===== src/rtl/hazard_stall_ctrl.sv =====
// hazard_stall_ctrl -- pipeline stall/flush controller for the MIPS32 core.
//
// Works beside the EXE-stage forwarding unit and handles the hazards that
// forwarding cannot cover:
//   * load-use: one bubble while the loaded value is still in flight,
//   * multi-cycle mul/div: holds the front end for MDU_LATENCY cycles,
//   * taken branch resolved in EXE: flushes IF/ID and bubbles ID/EXE.
//
// Ports:
//   CLK, RST                 clock (rising edge), async active-high reset
//   SOURCE1_ID, SOURCE2_ID   rs / rt of the instruction in ID
//   TWO_SRC_ID               ID instruction actually reads rt
//   DESTINATION_EXE          destination register of the EXE instruction
//   MEM_READ_EXE             EXE instruction is a load
//   MDU_START_ID             ID instruction is mul/div
//   BRANCH_TAKEN_EXE         taken branch/jump resolved in EXE
//   PC_WRITE_EN              PC register enable
//   IF_ID_WRITE_EN           IF/ID register enable
//   ID_EXE_BUBBLE            load a NOP into ID/EXE
//   IF_ID_FLUSH              clear IF/ID to a NOP
//   MDU_BUSY                 mul/div wait sequence in progress
//
// Optional build macro HAZARD_STATS_EN adds two free-running 32-bit
// counters: STALL_CYCLES (cycles with PC held) and FLUSH_COUNT (cycles
// with IF/ID flushed). Both are cleared by RST and wrap.

module hazard_stall_ctrl #(
  parameter int REG_ADDR_LEN = 5,
  parameter int MDU_LATENCY  = 4   // legal range 1..15
) (
  input  logic                    CLK,
  input  logic                    RST,
  input  logic [REG_ADDR_LEN-1:0] SOURCE1_ID,
  input  logic [REG_ADDR_LEN-1:0] SOURCE2_ID,
  input  logic                    TWO_SRC_ID,
  input  logic [REG_ADDR_LEN-1:0] DESTINATION_EXE,
  input  logic                    MEM_READ_EXE,
  input  logic                    MDU_START_ID,
  input  logic                    BRANCH_TAKEN_EXE,
  output logic                    PC_WRITE_EN,
  output logic                    IF_ID_WRITE_EN,
  output logic                    ID_EXE_BUBBLE,
  output logic                    IF_ID_FLUSH,
  output logic                    MDU_BUSY
`ifdef HAZARD_STATS_EN
  ,
  output logic [31:0]             STALL_CYCLES,
  output logic [31:0]             FLUSH_COUNT
`endif
);

  // Two of the four encodings are unused; the default arm maps them to RUN.
  typedef enum logic [1:0] {
    RUN      = 2'b00,
    MDU_WAIT = 2'b01
  } state_e;

  // The RUN cycle that launches the mul/div is not part of the wait, so the
  // counter is loaded with LATENCY-1 and the wait ends on the cycle it reads 0.
  localparam logic [3:0] MDU_LOAD = 4'(MDU_LATENCY - 1);

  state_e     state_q, state_d;
  logic [3:0] cnt_q, cnt_d;
  logic       load_use;

  logic pc_write_en, if_id_write_en, id_exe_bubble, if_id_flush, mdu_busy;

  // $zero is hard-wired, so a load targeting it can never create a hazard.
  assign load_use = MEM_READ_EXE && (DESTINATION_EXE != '0) &&
                    ((SOURCE1_ID == DESTINATION_EXE) ||
                     (TWO_SRC_ID && (SOURCE2_ID == DESTINATION_EXE)));

  always_comb begin
    // NOTE: every signal gets a default before the case so no path leaves it
    // unassigned; otherwise synthesis infers a latch.
    state_d        = state_q;
    cnt_d          = cnt_q;
    pc_write_en    = 1'b1;
    if_id_write_en = 1'b1;
    id_exe_bubble  = 1'b0;
    if_id_flush    = 1'b0;
    mdu_busy       = 1'b0;

    unique case (state_q)
      RUN: begin
        if (BRANCH_TAKEN_EXE) begin
          // Wrong-path instructions in IF and ID are both discarded; the held
          // hazards go with them, so load_use / MDU_START_ID are moot.
          id_exe_bubble = 1'b1;
          if_id_flush   = 1'b1;
        end else if (load_use) begin
          // One bubble suffices: next cycle the load sits in MEM and the
          // forwarding unit supplies the value. A pending mul/div in ID is
          // simply held and re-evaluated next cycle.
          pc_write_en    = 1'b0;
          if_id_write_en = 1'b0;
          id_exe_bubble  = 1'b1;
        end else if (MDU_START_ID) begin
          state_d = MDU_WAIT;
          cnt_d   = MDU_LOAD;
        end
      end
      MDU_WAIT: begin
        mdu_busy       = 1'b1;
        pc_write_en    = 1'b0;
        if_id_write_en = 1'b0;
        id_exe_bubble  = 1'b1;
        if (cnt_q == 4'd0) begin
          state_d = RUN;
        end else begin
          cnt_d = cnt_q - 4'd1;
        end
      end
      default: begin
        state_d = RUN;
        cnt_d   = '0;
      end
    endcase

    // Reset must quiesce the pipeline immediately, not on the next edge.
    if (RST) begin
      pc_write_en    = 1'b0;
      if_id_write_en = 1'b0;
      id_exe_bubble  = 1'b1;
      if_id_flush    = 1'b1;
      mdu_busy       = 1'b0;
    end
  end

  // NOTE: sequential state uses non-blocking assignments so every flop
  // samples pre-edge values regardless of block evaluation order.
  always_ff @(posedge CLK or posedge RST) begin
    if (RST) begin
      state_q <= RUN;
      cnt_q   <= '0;
    end else begin
      state_q <= state_d;
      cnt_q   <= cnt_d;
    end
  end

  assign PC_WRITE_EN    = pc_write_en;
  assign IF_ID_WRITE_EN = if_id_write_en;
  assign ID_EXE_BUBBLE  = id_exe_bubble;
  assign IF_ID_FLUSH    = if_id_flush;
  assign MDU_BUSY       = mdu_busy;

`ifdef HAZARD_STATS_EN
  logic [31:0] stall_cycles_q, stall_cycles_d;
  logic [31:0] flush_count_q, flush_count_d;

  // Reset cycles are excluded implicitly: the flops are held clear while RST=1.
  always_comb begin
    stall_cycles_d = stall_cycles_q + {31'd0, ~pc_write_en};
    flush_count_d  = flush_count_q + {31'd0, if_id_flush};
  end

  always_ff @(posedge CLK or posedge RST) begin
    if (RST) begin
      stall_cycles_q <= '0;
      flush_count_q  <= '0;
    end else begin
      stall_cycles_q <= stall_cycles_d;
      flush_count_q  <= flush_count_d;
    end
  end

  assign STALL_CYCLES = stall_cycles_q;
  assign FLUSH_COUNT  = flush_count_q;
`endif

endmodule


===== config.mk =====
export PLATFORM = sky130hd
export DESIGN_NAME = hazard_stall_ctrl
export DESIGN_NICKNAME = d
export VERILOG_FILES = /design/src/rtl/hazard_stall_ctrl.sv
export SDC_FILE = /design/constraint.sdc
export NUM_CORES = 1
export LEC_CHECK = 0
export ABC_AREA = 1
export CAP_MARGIN = 40
export CORE_MARGIN = 2
export CORE_UTILIZATION = 39
export CTS_CLUSTER_DIAMETER = 150
export DETAILED_ROUTE_END_ITERATION = 7
export PLACE_DENSITY = 0.82
export SYNTH_ARGS = -nofsm -noshare
export SYNTH_HDL_FRONTEND = slang
export SYNTH_SLANG_ARGS = --single-unit

===== constraint.sdc =====
create_clock -name CLK -period 1.2 [get_ports CLK]
set_input_delay 0.18 -clock CLK [delete_from_list [all_inputs] [get_ports CLK]]
set_output_delay 0.18 -clock CLK [all_outputs]
set_load 0.1 [all_outputs]

==> results of run 1 <==
[critical path: stages, from the launching register on]
cell	delay, ns
sky130_fd_sc_hd__dfrtp_2	0.45
sky130_fd_sc_hd__nor2_2	0.12
sky130_fd_sc_hd__o21ai_2	0.07
sky130_fd_sc_hd__inv_2	0.09
sky130_fd_sc_hd__buf_12	0.18
[cell type report]
cell class | instances | area [um^2]
clock buffer | 4 | 26.3
fill | 103 | 294
inverter | 22 | 108
multi-input combinational | 71 | 384
sequential | 5 | 126
tap | 15 | 18.8
timing repair buffer | 35 | 360
[registers in the layout, indices dropped and copies added, names as in the netlist]
name     flops
cnt_q        4
state_q      1
[power by group through the flow]
stage	sequential [uW]	clock, uW	combinational (uW)
after floorplan	305	0	761
after global placement	299	0	1150
after detailed placement	302	0	1180
after CTS	302	199	1210
after global routing	336	228	1340
final	325	191	1250
[worst min path at each step]
stage                     slack, ns  endpoint     start  depth (start not counted)
final                          0.16  cnt_q[2]       RST                          3
after detailed placement       0.54  cnt_q[3]  cnt_q[3]                          2
after global placement         0.53  cnt_q[3]  cnt_q[3]                          2
after floorplan               -0.02  cnt_q[0]       RST                          1
after CTS                      0.13  cnt_q[2]       RST                          3
after global routing           0.17  cnt_q[0]       RST                          3
[logic make-up (layout without fill, tap and decap cells)]
| family | after synthesis | count (layout) | synth area share, % |
|---|---|---|---|
| simple gates | 63 | 63 | 49.3 |
| buf+inv | 23 | 61 | 16.4 |
| flops | 5 | 5 | 22.7 |
| compound gates | 4 | 4 | 3.86 |
| fa+ha+maj | 2 | 2 | 4.54 |
| xor+xnor | 2 | 2 | 3.18 |
[routing by layer]
metal  vias to the layer above  wire [um]  global-route usage [%]
met2                        15        870                    36.9
met1                       307        619                    20.5
met5                         -          0                       0
li1                        372          -                       -
met4                         0         20                    7.74
met3                         2         44                    1.74
[per-stage QoR]
stage          total power, uW  cells  utilization (%)  hold WS, ns  setup slack [ns]
2_1_floorplan             1070     99                -      -0.0178            -0.435
6_report                  1770    152             77.7        0.162            -0.132
5_1_grt                   1900    152             77.7        0.169            -0.190
3_3_place_gp              1450    148             73.1        0.530            -0.668
4_1_cts                   1720    153             74.1        0.130            -0.211
3_5_place_dp              1480    148             73.1        0.539            -0.692
[cells in the mapped netlist]
cell type and count:
sky130_fd_sc_hd__a31oi_1 1, sky130_fd_sc_hd__buf_4 1, sky130_fd_sc_hd__dfrtp_1 5, sky130_fd_sc_hd__ha_1 2
sky130_fd_sc_hd__inv_1 18, sky130_fd_sc_hd__inv_2 4, sky130_fd_sc_hd__nand2_1 39, sky130_fd_sc_hd__nand2_2 1
sky130_fd_sc_hd__nand2_4 2, sky130_fd_sc_hd__nand3_1 7, sky130_fd_sc_hd__nand4_1 2, sky130_fd_sc_hd__nor2_1 10
sky130_fd_sc_hd__nor3_1 1, sky130_fd_sc_hd__nor4_1 1, sky130_fd_sc_hd__o21ai_0 3, sky130_fd_sc_hd__xnor2_1 2
[timing repair]
item | CTS | global route
pin swaps | 23 | 24
setup endpoints to repair | 10 | 7
resized for setup | 62 | 36
buffers inserted | 1 | 0
==> reports/summary.md, run 1 <==
For the H-tree level count, the log shows 1. Measured in cells, the most critical reg-to-reg path has a length of 5. In this run the remaining antenna-violating nets after routing total 0. The number of global-route vias before repair is 670.

The core region is 1320 um^2. Timing would allow up to 0.751 GHz. For this design the static power due to leakage is 0.000572 uW. The kind of end point of the critical path was a primary output. In this run the clock root is driven by a sky130_fd_sc_hd__clkbuf_4.

The tools report the effective utilization at floorplan as 41.8%. TritonCTS built the clock tree. The class of the worst hold path was primary input to asynchronous set/reset pin. In this run the worst setup path terminates at PC_WRITE_EN. The floorplan step set the die width to 41.6 um. The routability congestion estimate from global placement came out at 0.863.

For the final database, setup skew stands at 0.00522 ns. The count of endpoints failing hold in the final timing report came out at 0. Measured against its own limit, the worst slew margin works out to 83.0%. The minimum setup slack among reg-to-reg paths is 0.07 ns. Critical path startpoint: state_q[0]. The detailed-route DRC error count is 0, and the net count of the mapped netlist is 122. In the routed layout, each cell is associated on average with a via count of 4.58.

Combinational logic burns 70.8% of the power. After the first detailed-routing iteration, the DRC count stood at 15. The number of antenna diodes is 0, and the total CTS buffers is 3. Detailed placement finished with a half-perimeter wire length of 1.28 mm.

The internal power of the cells totals 878 uW. The worst register-to-register path ends at cnt_q[3]. Setup violations remaining at the end of the flow were counted as 4.

The checks that failed: setup timing. Global routing finished with a remaining overflow of 0. For this design the total switching power over the nets is 889 uW. The wire length of the first global-routing pass came out at 2.59 mm. The floorplan die height is 41.6 um, and the cell area reported after detailed placement is 963 um^2. Data on the critical path arrives at its endpoint at 1.15 ns. In this run the critical register-to-register path is launched from cnt_q[0].

The tools report the global routing usage summed across all routing layers as 19.0%. The synthesized design contains 5 register bits. Entering global routing, the biggest net connects 6 pins. The quantity of I/O buffers inserted on ports is 25, and the proportion of synthesized chip area in sequential cells is 22.7%. Averaged over all synthesized cells, the footprint is 5.56 um^2. Synthesis instantiated 16 different standard cells from the library. The synthesized design devotes to its leading area cell type 26.6% of total area. The worst setup path is launched from a register. Adding up every negative setup slack in the final design gives -0.404 ns. The part of the power in registers is 18.4%. After synthesis, the cell types taking the most area are sky130_fd_sc_hd__nand2_1 27%, sky130_fd_sc_hd__dfrtp_1 23%, sky130_fd_sc_hd__inv_1 12%. The critical path start-end classification was register to primary output. Initial antenna violation count: 0.

The run gives 26 as the I/O pin count. Synthesized instance count: 99. The slew of the pin with the lowest slew margin works out to 0.254 ns. For this run, the number of Yosys warnings is 0. The area of all placed cells without fillers is 1020 um^2. The library cell occupying the most area in the post-synthesis netlist is sky130_fd_sc_hd__nand2_1. The critical-path maximum fanout was 5.

The switching power as a share of total power works out to 50.3%. The detailed-route via count came out at 696. The run gives -0.132 ns as the least setup slack across all paths after layout.

The run finished, with violations left. Subtracting the final worst setup slack from the clock period gives 1.33 ns. The tools report the number of max-slew violations in the final report as 0. The share of post-route cells with drive strength above 1 came out at 46.7%.

The net count of the finished layout is 161. The clock network accounts for 10.8% of the total power. The run gives 1.02 ns as the required time at the worst-slack endpoint. The relative area change from synthesis to final layout was 85.9%; the worst-skew pair later-pin latency was 0.24 ns. Setup repair after global routing could not meet its margin everywhere.

The clock passes through at most 2 buffers. Power spread over the standard cell area amounts to 1730 nW/um^2. The first TritonRoute pass finished after 4 iterations.

The most common cell after layout, fill and taps aside was sky130_fd_sc_hd__nand2_1. In the layout the commonest cells are 31 x sky130_fd_sc_hd__nand2_1, 9 x sky130_fd_sc_hd__nand2_2, 9 x sky130_fd_sc_hd__inv_1, 9 x sky130_fd_sc_hd__buf_4, 8 x sky130_fd_sc_hd__inv_2. The floorplan step defined a die boundary enclosing 1730 um^2. After clock tree synthesis, the flow added hold-fix buffers numbering 0. The number of sinks on the clock net was 5; the number of max-cap violations was 0. The worst-case IR drop observed on VDD is 1.26 mV.

The tools report the post-synthesis cell area as 551 um^2. In the finished design, the share of the clock period the worst path needs comes to 111%. The clock edge transition at the registers on the reported setup and hold paths is 0.04 ns, and the per-cell routed wire length is 10.2 um. After detailed routing, the total wire length is 1.55 mm. Number of cell rows: 13.
Note: power is estimated with default switching activity, not from simulation.
==> run 2: changes to the inputs <==
CORE_UTILIZATION = 38   (was 39)
PLACE_DENSITY = 0.8   (was 0.82)
SLEW_MARGIN = 10   (was default)
==> run 2 against run 1 <==
Net effect:
- first-iteration DRC count increased by 13%
- largest power group unchanged
- largest cell class unchanged
- wire length increased by 8.8%
- setup slack got worse by 0.020 ns
- via count grew 4.7%
- sequential power about the same
- total power rose by 1.1%
- critical path depth up 7
- the flow still finishes with violations (setup timing)
- cell count up 0.66%
- register-to-register slack lost 0.03 ns
- final area increased by 1.1%
==> reports/summary.md, run 2 (synthesis results as in run 1) <==
The class of the worst hold path is primary input to asynchronous set/reset pin. The tools report the number of antenna diodes as 0 (unchanged). Largest incremental delay on the critical path: 0.17 ns (-0.28 ns). The number of stages on the worst setup path is 11 (+7), and the number of cell rows is 13 (unchanged). For the routability congestion estimate from global placement, the log shows 0.857 (-0.66%).

The relative area change from synthesis to final layout came out at 88.0%. For the number of max-slew violations in the final report, the log shows 0 (unchanged). The library cells used most frequently in the layout, excluding fill and tap cells, are 28 x sky130_fd_sc_hd__nand2_1, 12 x sky130_fd_sc_hd__nand2_2, 10 x sky130_fd_sc_hd__inv_1, 10 x sky130_fd_sc_hd__buf_4, 8 x sky130_fd_sc_hd__nor2_1.

The number of sinks on the clock net is 5 (unchanged). The run gives 2 (unchanged) as the maximum number of buffers from clock root to sink. The logs give 1770 um^2 (+2.4%) for the die area and 1.28 mV (+1.7%) for the largest vdd supply drop. CTS root buffer: sky130_fd_sc_hd__clkbuf_4. The post-detailed-routing wire length is 1.69 mm (+8.8%), and the H-tree level count is 1 (unchanged). The number of max-cap violations is 0 (unchanged), and the minimum setup slack among reg-to-reg paths is 0.04 ns (-0.03 ns). The quantity of I/O buffers inserted on ports came out at 25 (unchanged).

I/O pin count: 26 (unchanged). Ratio of final minimum period to clock period: 113% (+1.7 points). The cell area power density is 1730 nW/um^2 (about the same). The global routing usage summed across all routing layers came out at 18.8% (-0.18 points).

The floorplan die height came out at 42.1 um (+1.2%). For the data arrival at the endpoint of the critical path, the log shows 1.17 ns (+0.02 ns). The leakage power total came out at 0.000573 uW (+0.20%). The initial antenna violation count is 0 (unchanged).

The most common cell after layout, fill and taps aside is sky130_fd_sc_hd__nand2_1. The final reports fail on setup timing. The final period demand of the worst path was 1.35 ns (+0.0203 ns). The signal on the critical path passes through buf_8 > inv_4 > nand2_2 > nand2_1 > nor2_1 > nand3_1 > nand2_1 > nand2_2 > o21ai_2 > inv_2 > buf_12. The slew of the pin with the lowest slew margin came out at 0.252 ns (-0.00135 ns). The number of flip-flops in the largest register works out to 4 (unchanged).

For the count of nets left with antenna violations after detail routing, the log shows 0 (unchanged). Critical path start-end classification: primary input to primary output. The per-cell routed wire length works out to 11.0 um (+8.0%).

The worst register-to-register path ends at cnt_q[2]. The relative max-transition margin was 83.0% (about the same); the area of the core region was 1330 um^2 (+1.2%). The via-per-instance ratio was 4.76 (+4.1%); the number of global-route vias before repair was 638 (-4.8%).

The run gives 0 (unchanged) as the count of endpoints failing hold in the final timing report. The required time at the worst-slack endpoint was 1.02 ns (about the same). For the number of DRC markers in iteration 0, the log shows 17 (+2).

Setup repair after global routing could not meet its margin everywhere. The critical-path maximum fanout works out to 3 (-2). The run finished, with violations left. Detailed-route via count: 729 (+4.7%).

The number of detailed-route iterations in the first pass is 4 (unchanged), and the total congestion overflow is 0 (unchanged). The tools report the top achievable clock speed as 0.740 GHz (-1.5%). The run gives -0.506 ns (-0.102 ns) as the setup total negative slack. In this run the critical register-to-register path is launched from cnt_q[0]. The worst-skew pair later-pin latency was 0.23 ns (about the same). In the final layout, the registers with the most flip-flops are cnt_q: 4 flops, state_q: 1 flops. The detailed-route DRC error count was 0 (unchanged); the total CTS buffers was 3 (unchanged).

Ranked by flip-flop count, first place goes to cnt_q. The tools report the clock skew after layout as 0.00152 ns (-0.00370 ns). The tools report the startpoint type of the worst setup path as a primary input.

The count of nets after finishing was 162 (+0.62%). The cell with the biggest individual delay on the critical path is sky130_fd_sc_hd__buf_12. The clock edge transition at the registers on the reported setup and hold paths was 0.04 ns (about the same). The post-route core utilization was 77.6% (-0.10 points); the share of post-route cells with drive strength above 1 was 47.1% (+0.39 points). Among cell families on the critical path, the largest total delay comes from simple AND/OR/NAND/NOR gates. The maximum number of pins on one net before global-route repair is 6 (unchanged). The worst setup path is captured at a primary output. Width of the die: 42.1 um (+1.2%).

In this run the worst setup path begins at DESTINATION_EXE[1]. Buffering stage count on the worst path with inverters included: 4 (+2). The worst slack at placement was -0.780 ns (-0.0879 ns).

The depth of the most critical reg-to-reg path works out to 7 (+2). TritonCTS built the clock tree. The wire length of the first global-routing pass came out at 2.64 mm (+2.1%). The least setup slack across all paths after layout was -0.152 ns (-0.0203 ns). The effective utilization at floorplan is 41.3% (-0.51 points), and the placed wire-length estimate after detailed placement is 1.22 mm (-4.9%).

The total of endpoints with negative setup slack in the final report came out at 5 (+1).
[run 2: cell types whose count changed in the layout (fill, tap and decap cells not counted), moves of 2 or more]
cell | previous run | this run
sky130_fd_sc_hd__nand2_1 | 31 | 28
sky130_fd_sc_hd__buf_2 | 4 | 7
sky130_fd_sc_hd__nor2_2 | 3 | 0
sky130_fd_sc_hd__clkbuf_2 | 3 | 0
sky130_fd_sc_hd__nor2_1 | 6 | 8
sky130_fd_sc_hd__nand2_2 | 9 | 12
[run 2: worst max-delay path by stage]
stage	end	slack [ns]
finish	IF_ID_WRITE_EN	-0.15
global route	IF_ID_WRITE_EN	-0.24
CTS	IF_ID_WRITE_EN	-0.1
detailed placement	IF_ID_WRITE_EN	-0.78
global placement	PC_WRITE_EN	-0.77
floorplan	ID_EXE_BUBBLE	-0.44
[run 2: where the power goes]
| part | switching [uW] | total [uW] | internal, uW |
|---|---|---|---|
| clock | 58.0 | 183 | 125 |
| combinational | 762 | 1280 | 519 |
| sequential | 77.0 | 322 | 245 |
| total | 897 | 1790 | 890 |
[run 2: stage by stage]
| step | hold slack (ns) | cells | power, uW | cell area [um^2] |
|---|---|---|---|---|
| after floorplan | -0.0178 | 99 | 1070 | 589 |
| after global placement | 0.527 | 145 | 1450 | 941 |
| after detailed placement | 0.541 | 145 | 1470 | 941 |
| after CTS | 0.131 | 152 | 1710 | 985 |
| after global routing | 0.201 | 153 | 1920 | 1030 |
| final | 0.191 | 153 | 1790 | 1030 |
[run 2: final cells by class]
class	instances	area [um^2]
Clock buffer	4	26.3
Fill cell	105	299
Inverter	22	108
Multi-Input combinational cell	71	385
Sequential cell	5	126
Tap cell	15	18.8
Timing Repair Buffer	36	370
[run 2: tightest hold or removal path, delay by kind of cell]
kind	cells	cell delay, ns
buffers and inverters	3	0.57
[run 2: timing repair]
item	in CTS	in global routing
pin swaps	27	13
endpoints found under the setup margin	10	9
resized for setup	92	14
endpoints found under the hold margin	0	0
hold buffers	0	0
buffers inserted	4	1
gates cloned	0	0
[run 2: layer usage]
layer  share of wire, %  vias up  track usage [%]
li1                   -      381                -
met1                 41      320             22.6
met2                 55       26             37.2
met3                3.9        2             1.29
met4               0.36        0             1.88
met5                  0        -                0
